<file path="config.mk">
export PLATFORM = sky130hd
export DESIGN_NAME = bright_spot_locator
export DESIGN_NICKNAME = d
export VERILOG_FILES = /design/src/rtl/bright_spot_locator.sv
export SDC_FILE = /design/constraint.sdc
export NUM_CORES = 1
export LEC_CHECK = 0
export CORE_MARGIN = 5
export CORE_UTILIZATION = 55
export CTS_CLUSTER_SIZE = 12
export DETAILED_ROUTE_END_ITERATION = 16
export DONT_BUFFER_PORTS = 1
export GPL_ROUTABILITY_DRIVEN = 0
export PLACE_DENSITY = 0.7
export SLEW_MARGIN = 20
export SYNTH_ARGS = -nofsm -noshare
export SYNTH_HDL_FRONTEND = slang
export SYNTH_SLANG_ARGS = --single-unit
</file>
<file path="constraint.sdc">
create_clock -name iCLK -period 12.6 [get_ports iCLK]
set_clock_uncertainty 0.05 [all_clocks]
set_input_delay 1.26 -clock iCLK [delete_from_list [all_inputs] [get_ports iCLK]]
set_output_delay 1.26 -clock iCLK [all_outputs]
set_load 0.02 [all_outputs]
</file>
<file path="src/rtl/bright_spot_locator.sv">
`default_nettype none
// ============================================================================
// Module  : bright_spot_locator
// Brief   : Per-frame centroid of pixels at or above a brightness threshold,
//           divided sequentially during blanking and held until the next frame.
// Revision: 1.0
// ============================================================================
module bright_spot_locator #(
    parameter logic [11:0] THRESH    = 12'hC00,
    parameter int          IMG_W     = 640,
    parameter int          IMG_H     = 480,
    parameter int          MIN_COUNT = 16,
    parameter int          SUM_W     = 28
) (
    input  logic        iCLK,
    input  logic        iRST,
    input  logic        iFVAL,
    input  logic        iDVAL,
    input  logic [10:0] iX_Cont,
    input  logic [10:0] iY_Cont,
    input  logic [11:0] iDATA,
    output logic [9:0]  driven_coordinates_x,
    output logic [8:0]  driven_coordinates_y,
    output logic        oCOORD_VALID,
    output logic        oFRAME_DONE,
    output logic        oOVERRUN
);

    localparam logic [10:0]        c_img_w     = 11'(IMG_W);
    localparam logic [10:0]        c_img_h     = 11'(IMG_H);
    localparam logic [18:0]        c_min_count = 19'(MIN_COUNT);
    localparam int                 c_bit_w     = $clog2(SUM_W);
    localparam logic [c_bit_w-1:0] c_last_bit  = c_bit_w'(SUM_W - 1);

    typedef enum logic [1:0] {
        IDLE   = 2'd0,
        DIV_X  = 2'd1,
        DIV_Y  = 2'd2,
        COMMIT = 2'd3
    } state_t;

    state_t               state_q,   state_d;
    logic                 fval_q;
    logic [SUM_W-1:0]     sum_x_q,   sum_x_d;
    logic [SUM_W-1:0]     sum_y_q,   sum_y_d;
    logic [18:0]          cnt_q,     cnt_d;
    logic [SUM_W-1:0]     num_q,     num_d;
    logic [SUM_W-1:0]     rem_q,     rem_d;
    logic [SUM_W-1:0]     op_y_q,    op_y_d;
    logic [18:0]          den_q,     den_d;
    logic [9:0]           quo_q,     quo_d;
    logic [9:0]           quo_x_q,   quo_x_d;
    logic [c_bit_w-1:0]   bit_q,     bit_d;
    logic                 target_q,  target_d;
    logic [9:0]           coord_x_q, coord_x_d;
    logic [8:0]           coord_y_q, coord_y_d;
    logic                 valid_q,   valid_d;
    logic                 done_q,    done_d;
    logic                 overrun_q, overrun_d;

    logic                 w_qualify;
    logic                 w_frame_end;
    logic [SUM_W-1:0]     w_rem_shift;
    logic                 w_fits;
    logic [SUM_W-1:0]     w_rem_next;
    logic [9:0]           w_quo_next;

    always_comb begin
        w_qualify   = iFVAL & iDVAL & (iX_Cont < c_img_w) & (iY_Cont < c_img_h)
                    & (iDATA >= THRESH);
        w_frame_end = ~iFVAL & fval_q;
        // Remainder stays below the 19-bit divisor, so one SUM_W register suffices.
        // Only the low 10 quotient bits are ever needed, so older bits shift out.
        w_rem_shift = (rem_q << 1) | SUM_W'(num_q[SUM_W-1]);
        w_fits      = (w_rem_shift >= SUM_W'(den_q));
        w_rem_next  = w_fits ? (w_rem_shift - SUM_W'(den_q)) : w_rem_shift;
        w_quo_next  = (quo_q << 1) | 10'(w_fits);
    end

    always_comb begin
        state_d   = state_q;
        sum_x_d   = sum_x_q;
        sum_y_d   = sum_y_q;
        cnt_d     = cnt_q;
        num_d     = num_q;
        rem_d     = rem_q;
        op_y_d    = op_y_q;
        den_d     = den_q;
        quo_d     = quo_q;
        quo_x_d   = quo_x_q;
        bit_d     = bit_q;
        target_d  = target_q;
        coord_x_d = coord_x_q;
        coord_y_d = coord_y_q;
        valid_d   = valid_q;
        done_d    = 1'b0;
        overrun_d = 1'b0;

        if (w_frame_end) begin
            sum_x_d = '0;
            sum_y_d = '0;
            cnt_d   = '0;
        end else if (w_qualify) begin
            sum_x_d = sum_x_q + SUM_W'(iX_Cont);
            sum_y_d = sum_y_q + SUM_W'(iY_Cont);
            cnt_d   = cnt_q + 19'd1;
        end

        if (w_frame_end && (state_q != IDLE)) begin
            overrun_d = 1'b1;
        end

        case (state_q)
            IDLE: begin
                if (w_frame_end) begin
                    num_d  = sum_x_q;
                    op_y_d = sum_y_q;
                    den_d  = cnt_q;
                    rem_d  = '0;
                    quo_d  = '0;
                    bit_d  = '0;
                    if (cnt_q < c_min_count) begin
                        target_d = 1'b0;
                        state_d  = COMMIT;
                    end else begin
                        target_d = 1'b1;
                        state_d  = DIV_X;
                    end
                end
            end
            DIV_X: begin
                num_d = num_q << 1;
                rem_d = w_rem_next;
                quo_d = w_quo_next;
                bit_d = bit_q + c_bit_w'(1);
                if (bit_q == c_last_bit) begin
                    quo_x_d = w_quo_next;
                    num_d   = op_y_q;
                    rem_d   = '0;
                    quo_d   = '0;
                    bit_d   = '0;
                    state_d = DIV_Y;
                end
            end
            DIV_Y: begin
                num_d = num_q << 1;
                rem_d = w_rem_next;
                quo_d = w_quo_next;
                bit_d = bit_q + c_bit_w'(1);
                if (bit_q == c_last_bit) begin
                    bit_d   = '0;
                    state_d = COMMIT;
                end
            end
            COMMIT: begin
                done_d  = 1'b1;
                valid_d = target_q;
                if (target_q) begin
                    coord_x_d = quo_x_q;
                    coord_y_d = quo_q[8:0];
                end
                state_d = IDLE;
            end
            default: state_d = IDLE;
        endcase
    end

    always_ff @(posedge iCLK or posedge iRST) begin
        if (iRST) begin
            state_q   <= IDLE;
            fval_q    <= 1'b0;
            sum_x_q   <= '0;
            sum_y_q   <= '0;
            cnt_q     <= '0;
            num_q     <= '0;
            rem_q     <= '0;
            op_y_q    <= '0;
            den_q     <= '0;
            quo_q     <= '0;
            quo_x_q   <= '0;
            bit_q     <= '0;
            target_q  <= 1'b0;
            coord_x_q <= '0;
            coord_y_q <= '0;
            valid_q   <= 1'b0;
            done_q    <= 1'b0;
            overrun_q <= 1'b0;
        end else begin
            state_q   <= state_d;
            fval_q    <= iFVAL;
            sum_x_q   <= sum_x_d;
            sum_y_q   <= sum_y_d;
            cnt_q     <= cnt_d;
            num_q     <= num_d;
            rem_q     <= rem_d;
            op_y_q    <= op_y_d;
            den_q     <= den_d;
            quo_q     <= quo_d;
            quo_x_q   <= quo_x_d;
            bit_q     <= bit_d;
            target_q  <= target_d;
            coord_x_q <= coord_x_d;
            coord_y_q <= coord_y_d;
            valid_q   <= valid_d;
            done_q    <= done_d;
            overrun_q <= overrun_d;
        end
    end

    assign driven_coordinates_x = coord_x_q;
    assign driven_coordinates_y = coord_y_q;
    assign oCOORD_VALID         = valid_q;
    assign oFRAME_DONE          = done_q;
    assign oOVERRUN             = overrun_q;

endmodule

`default_nettype wire

</file>
==> flow_summary.yaml, run 1 <==
yosys:
  synth-simple-area-share_pct: 17.3
  ys_seq_elements: 227
  syn_inst: 1277
  synthAdderAreaFrac_pct: 5.45
  synth_top_family_by_area: "simple AND/OR/NAND/NOR gates"
  yosys.area.top_type: "dfrtp_1"
  synth_top_flop_cell: "dfrtp_1"
  avgSynthCellArea_um2: 9.49
  synthMuxAreaShare_pct: 7.37
  ys_seq_area_share_pct: 46.9
  yosysTopAreaCellShare_pct: 46.9
  synth_warnings: 0
  synth_area_mm2: 0.0121
  synth.distinct_cells: 68
  synth_xor_area_share_pct: 4.99
  syn_nets: 1366
  synth_edf_count: 0
  synth.most_common_cell: "dfrtp_1"
  synth_compound_area_share_pct: 14.7
  ys_top_cells_by_area: "dfrtp_1 47%, mux2_2 6.9%, ha_1 5.0%"
  ys_async_sr_fraction_pct: 100
  synthTopCellsByCount: "227 x dfrtp_1, 154 x nand2_1, 120 x nor2_1"
worst_setup_path:
  cp.arrival_ns: 3.93
  rr_startpoint: "rem_q[1]$_DFFE_PP0P_"
  cp-end-kind: "register"
  critPathMostFrequentCell: "a21o_1"
  crit_fanout: 8
  regToRegSetupSlack_ns: 9.24
  regToRegEndpoint: "rem_q[15]$_DFFE_PP0P_"
  cpPeakStageDelay_ns: 0.69
  slowest_stage: "a2111oi_0"
  crit_type: "in -> reg"
  start_kind: "input pin"
  r2r_cells: 10
  crit_chain: "ha_1 -> fa_1 -> a21o_1 -> a21o_1 -> a2111oi_0 -> o31ai_1 -> a21bo_2 -> nand3_1 -> xor2_1 -> nor2_1"
  cp_data_required_time_ns: 12.93
route:
  drt-total-wl_um: 25800
  drt_iter0_drc: 512
  avgViaCountPerCell: 5.91
  wl_per_cell_um: 16.8
  drc: 0
  ant_nets: 0
  num_vias: 9100
  drt_pass1_iterations: 5
global_route:
  grt_pass1_vias: 8830
  grt_util_all_layers_pct: 21.0
  grt_first_pass_wirelength_um: 43800
  grt_max_degree: 149
  grt-ovfl-total: 0
  grt_antenna_before_repair: 0
floorplanning:
  die_width_um: 158
  row_count: 54
  io_pins: 60
  start_util_pct: 55.7
  die_h_um: 158
  dieArea_mm2: 0.0251
  coreArea_mm2: 0.0218
timing:
  hold_violations: 0
  rsz0062_at_grt: "false"
  fin_tns_setup_ns: 0
  period_minus_slack_ns: 3.60
  relSlewSlack_pct: 28.7
  hold_ws_ns: 0.430
  worst_pin_slew_ns: 1.07
  setup_viol: 0
  slew_violations: 0
  period_share_pct: 28.6
  fmax_mhz: 277
min_path:
  hold_path_class: "reg -> reg"
  hold_end: "num_q[23]$_DFFE_PP0P_"
  whs_path_depth: 2
  holdCritStartpoint: "num_q[23]$_DFFE_PP0P_"
clock_tree:
  cts_setup_buffers: 0
  ctsResizeCount: 0
  hold_buffers: 0
  cts_root_buf: "clkbuf_16"
  clock_latency_ns: 0.52
  htreeDepth: 1
  cts.path.max_buffers: 3
  cts_tree: "built"
  clock_sinks: 227
  cts_made_buffers: 25
  clk_pin_slew_worst_paths_ns: 0.06
finish:
  regArea_mm2: 0.00568
  fin_nets: 1335
  multi_input_area_mm2: 0.00607
  antenna_cells: 0
  area_delta_synth_final_pct: 8.07
  fin_cells: 1540
  fillCellCount: 1892
  drive_above_1_share_pct: 11.2
status:
  status: "completed"
power:
  power_frac_comb_pct: 50.3
  p_sw_share_pct: 42.7
  vdd.ir_drop.worst_uv: 229
  power_density_mw_per_mm2: 245
  intPower_mw: 1.84
  p_leak_nw: 6.09
  seqPwrFrac_pct: 27.8
  p_sw_mw: 1.37
  p_clk_share_pct: 21.9
job:
  maxCapViolations: 0
place:
  dp_cells: 1499
  hpwl_um: 16700
  port_buffers: 0
## final cells by class
cell class,count,area share (%)
repair buffers,9,0.544
multi-input cells,950,46.3
flip-flops and latches,227,43.4
clock buffers,37,5.81
inverters,33,1.04
well taps,280,2.67
clock inverters,4,0.248
## logic make-up (layout without fill, tap and decap cells)
kind of cell,after synthesis,after routing
simple gates,450,450
compound gates,300,300
flops,227,227
buf+inv,100,83
mux,80,80
xor+xnor,69,69
fa+ha+maj,51,51
## critical path: cells and delay by family
family	cells	cell delay (ns)
AOI/OAI and AO/OA	5	1.69
adders and majority gates	2	0.63
xor gates and xnor gates	1	0.17
and+or+nand+nor	2	0.17
## cell usage in the layout (no fill, tap or decap), types with 4 or more instances in the layout
cell type,synthesis,routed
o21a_1,7,7
or3_1,13,13
nand3_1,57,57
and3_1,15,15
inv_1,33,32
a31oi_1,7,7
nor3b_1,5,5
a22o_1,5,5
nor2_1,120,119
and4_1,4,4
o31ai_1,10,10
nand2b_1,7,6
nor2b_1,14,12
a211oi_1,8,8
o21ai_0,90,90
nor4_1,6,6
dfrtp_1,227,227
clkbuf_8,0,9
xnor2_1,27,27
a21oi_1,110,110
nand2_1,154,153
mux2i_1,6,6
a21o_1,13,13
nor3_1,17,17
xor2_1,42,42
nand4_1,22,22
ha_1,48,47
buf_4,0,8
clkbuf_16,0,25
mux2_2,74,74
o21ai_1,13,13
## how the worst max path moves through the flow
stage / startpoint / end / slack (ns) / depth (start not counted)
6_report: iY_Cont[0] / sum_y_q[12]$_DFFE_PP0P_ / 9.00 / 10
5_1_grt: iY_Cont[0] / sum_y_q[12]$_DFFE_PP0P_ / 8.84 / 10
4_1_cts: iY_Cont[0] / sum_y_q[12]$_DFFE_PP0P_ / 9.00 / 10
3_5_place_dp: iY_Cont[0] / sum_y_q[12]$_DFFE_PP0P_ / 8.48 / 10
3_3_place_gp: iY_Cont[0] / sum_y_q[26]$_DFFE_PP0P_ / 8.53 / 10
2_1_floorplan: iRST / bit_q[0]$_DFFE_PP0P_ / 5.07 / 1
## state kept, by name, summed over array words and instances, names as in the netlist
name,count
oFRAME_DONE,1
cnt_q,19
den_q,19
sum_y_q,28
driven_coordinates_y,9
state_q,2
driven_coordinates_x,10
oOVERRUN,1
bit_q,5
target_q,1
sum_x_q,28
op_y_q,28
quo_q,9
quo_x_q,10
rem_q,27
oCOORD_VALID,1
fval_q,1
num_q,28
## per-stage QoR
step	utilization, %	setup WS [ns]	cell area [µm²]	power, mW
final	60.2	9.00	13100	3.21
after CTS	60.2	9.00	13100	3.21
after global routing	60.2	8.84	13100	3.44
after detailed placement	56.5	8.48	12300	2.49
after global placement	56.5	8.53	12300	2.47
after floorplan	-	5.07	12100	2.19
## power groups by stage
stage                     registers, mW  clock network (mW)  logic (mW)
after global placement            0.901                   0        1.57
after floorplan                   0.885                   0        1.31
after detailed placement          0.902                   0        1.59
after global routing              0.904               0.749        1.79
after CTS                         0.892               0.718        1.60
final                             0.892               0.701        1.61
## routing by layer
| layer | up-vias | part of all wire, % | track usage (%) |
|---|---|---|---|
| met3 | 34 | 4.6 | 2.80 |
| met2 | 179 | 48 | 35.5 |
| li1 | 4440 | - | - |
| met4 | 0 | 2.0 | 5.08 |
| met5 | - | 0 | 0 |
| met1 | 4447 | 45 | 29.1 |
Note: power is estimated with default switching activity, not from simulation.
==> run 2: changes to the inputs <==
--- a/config.mk
+++ b/config.mk
@@ -11,7 +11,7 @@
 export DETAILED_ROUTE_END_ITERATION = 16
 export DONT_BUFFER_PORTS = 1
 export GPL_ROUTABILITY_DRIVEN = 0
-export PLACE_DENSITY = 0.7
+export PLACE_DENSITY = 0.73
 export SLEW_MARGIN = 20
 export SYNTH_ARGS = -nofsm -noshare
 export SYNTH_HDL_FRONTEND = slang
==> constraint.sdc (replaced) <==
create_clock -name iCLK -period 3 [get_ports iCLK]
set_clock_uncertainty 0.05 [all_clocks]
set_input_delay 0.3 -clock iCLK [delete_from_list [all_inputs] [get_ports iCLK]]
set_output_delay 0.3 -clock iCLK [all_outputs]
set_load 0.02 [all_outputs]
==> run 2 against run 1 <==
Power rose to 4.3 times the previous value. Clock power increased to 4.1 times the previous value. Worst hold slack worse by 0.39 ns. Die area is the same. Sequential share of layout area down 0.87 points. Non-clock buffer count grew 22. Cell count grew 1.6%. Largest cell class unchanged.
==> flow_summary.yaml, run 2 (same netlist as run 1, synthesis figures left out) <==
finish:
  area_delta_synth_final_pct: 10.3
  final_cell_mix: "227 x dfrtp_1, 153 x nand2_1, 119 x nor2_1"
  drive_above_1_share_pct: 12.4
  antenna_cells: 0
  fillCellCount: 1841
  final_common_cell: "dfrtp_1"
  fin_nets: 1357
  final_area_mm2: 0.0134
  fin_cells: 1564
  fin_util_pct: 61.5
worst_setup_path:
  cp.arrival_ns: 3.25
  cp_data_required_time_ns: 3.35
  crit_fanout: 6
  regToRegSetupSlack_ns: 0.10
  regToRegEndpoint: "rem_q[25]$_DFFE_PP0P_"
  r2r_cells: 9
  rr_startpoint: "rem_q[9]$_DFFE_PP0P_"
  crit_type: "reg -> reg"
  cp-end-kind: "register"
  start_kind: "register"
timing:
  setup_viol: 0
  relSlewSlack_pct: 54.0
  slew_violations: 0
  period_share_pct: 96.6
  fmax_mhz: 345
  rsz0062_at_grt: "false"
  hold_violations: 0
  worst_pin_slew_ns: 0.687
  period_minus_slack_ns: 2.90
global_route:
  grt-ovfl-total: 0
  grt_antenna_before_repair: 0
  grt_pass1_vias: 9257
  grt_util_all_layers_pct: 21.5
  grt_max_degree: 98
  grt_first_pass_wirelength_um: 44900
route:
  ant_nets: 0
  met1_length_um: 12000
  drt-total-wl_um: 26400
  routed.top_layer: "met4"
  drt_iter0_drc: 531
  num_vias: 9187
  met3WireLength_um: 902
  drt_pass1_iterations: 4
  wl_per_cell_um: 16.9
  drc: 0
  wl_met2_um: 12800
  avgViaCountPerCell: 5.87
clock_tree:
  clock_sinks: 227
  cts.path.max_buffers: 3
  htreeDepth: 1
  cts_tree: "built"
  cts_root_buf: "clkbuf_16"
  cts_made_buffers: 25
  clk_pin_slew_worst_paths_ns: 0.06
  clock_latency_ns: 0.52
floorplanning:
  die_width_um: 158
  coreArea_mm2: 0.0218
  dieArea_mm2: 0.0251
  io_pins: 60
  row_count: 54
  die_h_um: 158
  start_util_pct: 55.7
min_path:
  hold_end: "sum_x_q[1]$_DFFE_PP0P_"
  hold_path_class: "in -> reg"
  whs_path_depth: 3
  holdCritStartpoint: "iX_Cont[1]"
power:
  p_leak_nw: 6.22
  totalPowerFinal_mw: 13.8
  power_density_mw_per_mm2: 1040
  vdd.ir_drop.worst_uv: 697
job:
  maxCapViolations: 0
status:
  status: "completed"
place:
  hpwl_um: 17400
  port_buffers: 0
  dpl-instance-area_mm2: 0.0125
  dp_cells: 1516
-- run 2: cell types whose count changed in the layout (fill, tap and decap cells not counted), sizes merged --
cell | before | now
clkinv | 2 | 3
clkbuf | 37 | 38
clkinvlp | 2 | 1
bufinv | 0 | 1
buf | 9 | 27
dlygate4sd3 | 0 | 4
-- run 2: how the worst max path moves through the flow --
| stage | cells after the start | endpoint | startpoint |
|---|---|---|---|
| 5_1_grt | 12 | rem_q[15]$_DFFE_PP0P_ | num_q[27]$_DFFE_PP0P_ |
| 3_5_place_dp | 11 | sum_y_q[12]$_DFFE_PP0P_ | sum_y_q[0]$_DFFE_PP0P_ |
| 2_1_floorplan | 1 | bit_q[0]$_DFFE_PP0P_ | iRST |
| 3_3_place_gp | 11 | sum_y_q[26]$_DFFE_PP0P_ | sum_y_q[0]$_DFFE_PP0P_ |
| 6_report | 9 | rem_q[25]$_DFFE_PP0P_ | rem_q[9]$_DFFE_PP0P_ |
| 4_1_cts | 11 | sum_y_q[20]$_DFFE_PP0P_ | sum_y_q[0]$_DFFE_PP0P_ |
-- run 2: layout make-up --
type / count / area (µm²) / area share [%]
Clock inverter: 5 / 53.8 / 0.402
Tap cell: 280 / 350 / 2.62
Clock buffer: 38 / 714 / 5.34
Sequential cell: 227 / 5680 / 42.5
Timing Repair Buffer: 31 / 330 / 2.47
Inverter: 33 / 128 / 0.955
Multi-Input combinational cell: 950 / 6110 / 45.7
-- run 2: power by group --
part	internal, mW	switching [mW]	total (mW)	leakage, nW
Clock	1.72	1.19	2.90	0.378
Sequential	3.46	0.298	3.76	3.12
Combinational	2.84	4.35	7.19	2.72
Total	8.01	5.83	13.8	6.22
-- run 2: critical path: stages, from the launching register on --
cell,delay (ns)
dfrtp_1,0.40
ha_1,0.38
a21oi_1,0.22
nor2_1,0.09
o21a_1,0.17
a311o_1,0.34
or2_2,0.33
a311oi_1,0.43
nor2_1,0.10
a221o_1,0.27
-- run 2: repair_timing --
| action | 4_1_cts | 5_1_grt |
|---|---|---|
| setup buffers | 1 | 0 |
| gates resized for setup | 4 | 4 |
| pin swaps | 1 | 3 |
| endpoints found under the setup margin | 8 | 9 |
| endpoints found under the hold margin | 144 | 0 |
| hold buffers | 4 | 0 |
-- run 2: metal layers --
metal | GRT usage [%] | up-vias
met5 | 0 | -
met4 | 6.26 | 0
met3 | 3.07 | 48
met2 | 36.1 | 145
met1 | 29.2 | 4513
li1 | - | 4481
-- run 2: per-stage QoR --
| stage | hold WS [ns] | setup WS [ns] | TNS [ns] |
|---|---|---|---|
| finish | 0.0353 | 0.101 | 0 |
| CTS | 0.0234 | 0.0322 | 0 |
| global placement | 0.136 | 0.0258 | 0 |
| detailed placement | 0.137 | -0.0220 | -0.0559 |
| global route | 0.0531 | 0.00616 | 0 |
| floorplan | 0.281 | -0.316 | -71.73 |
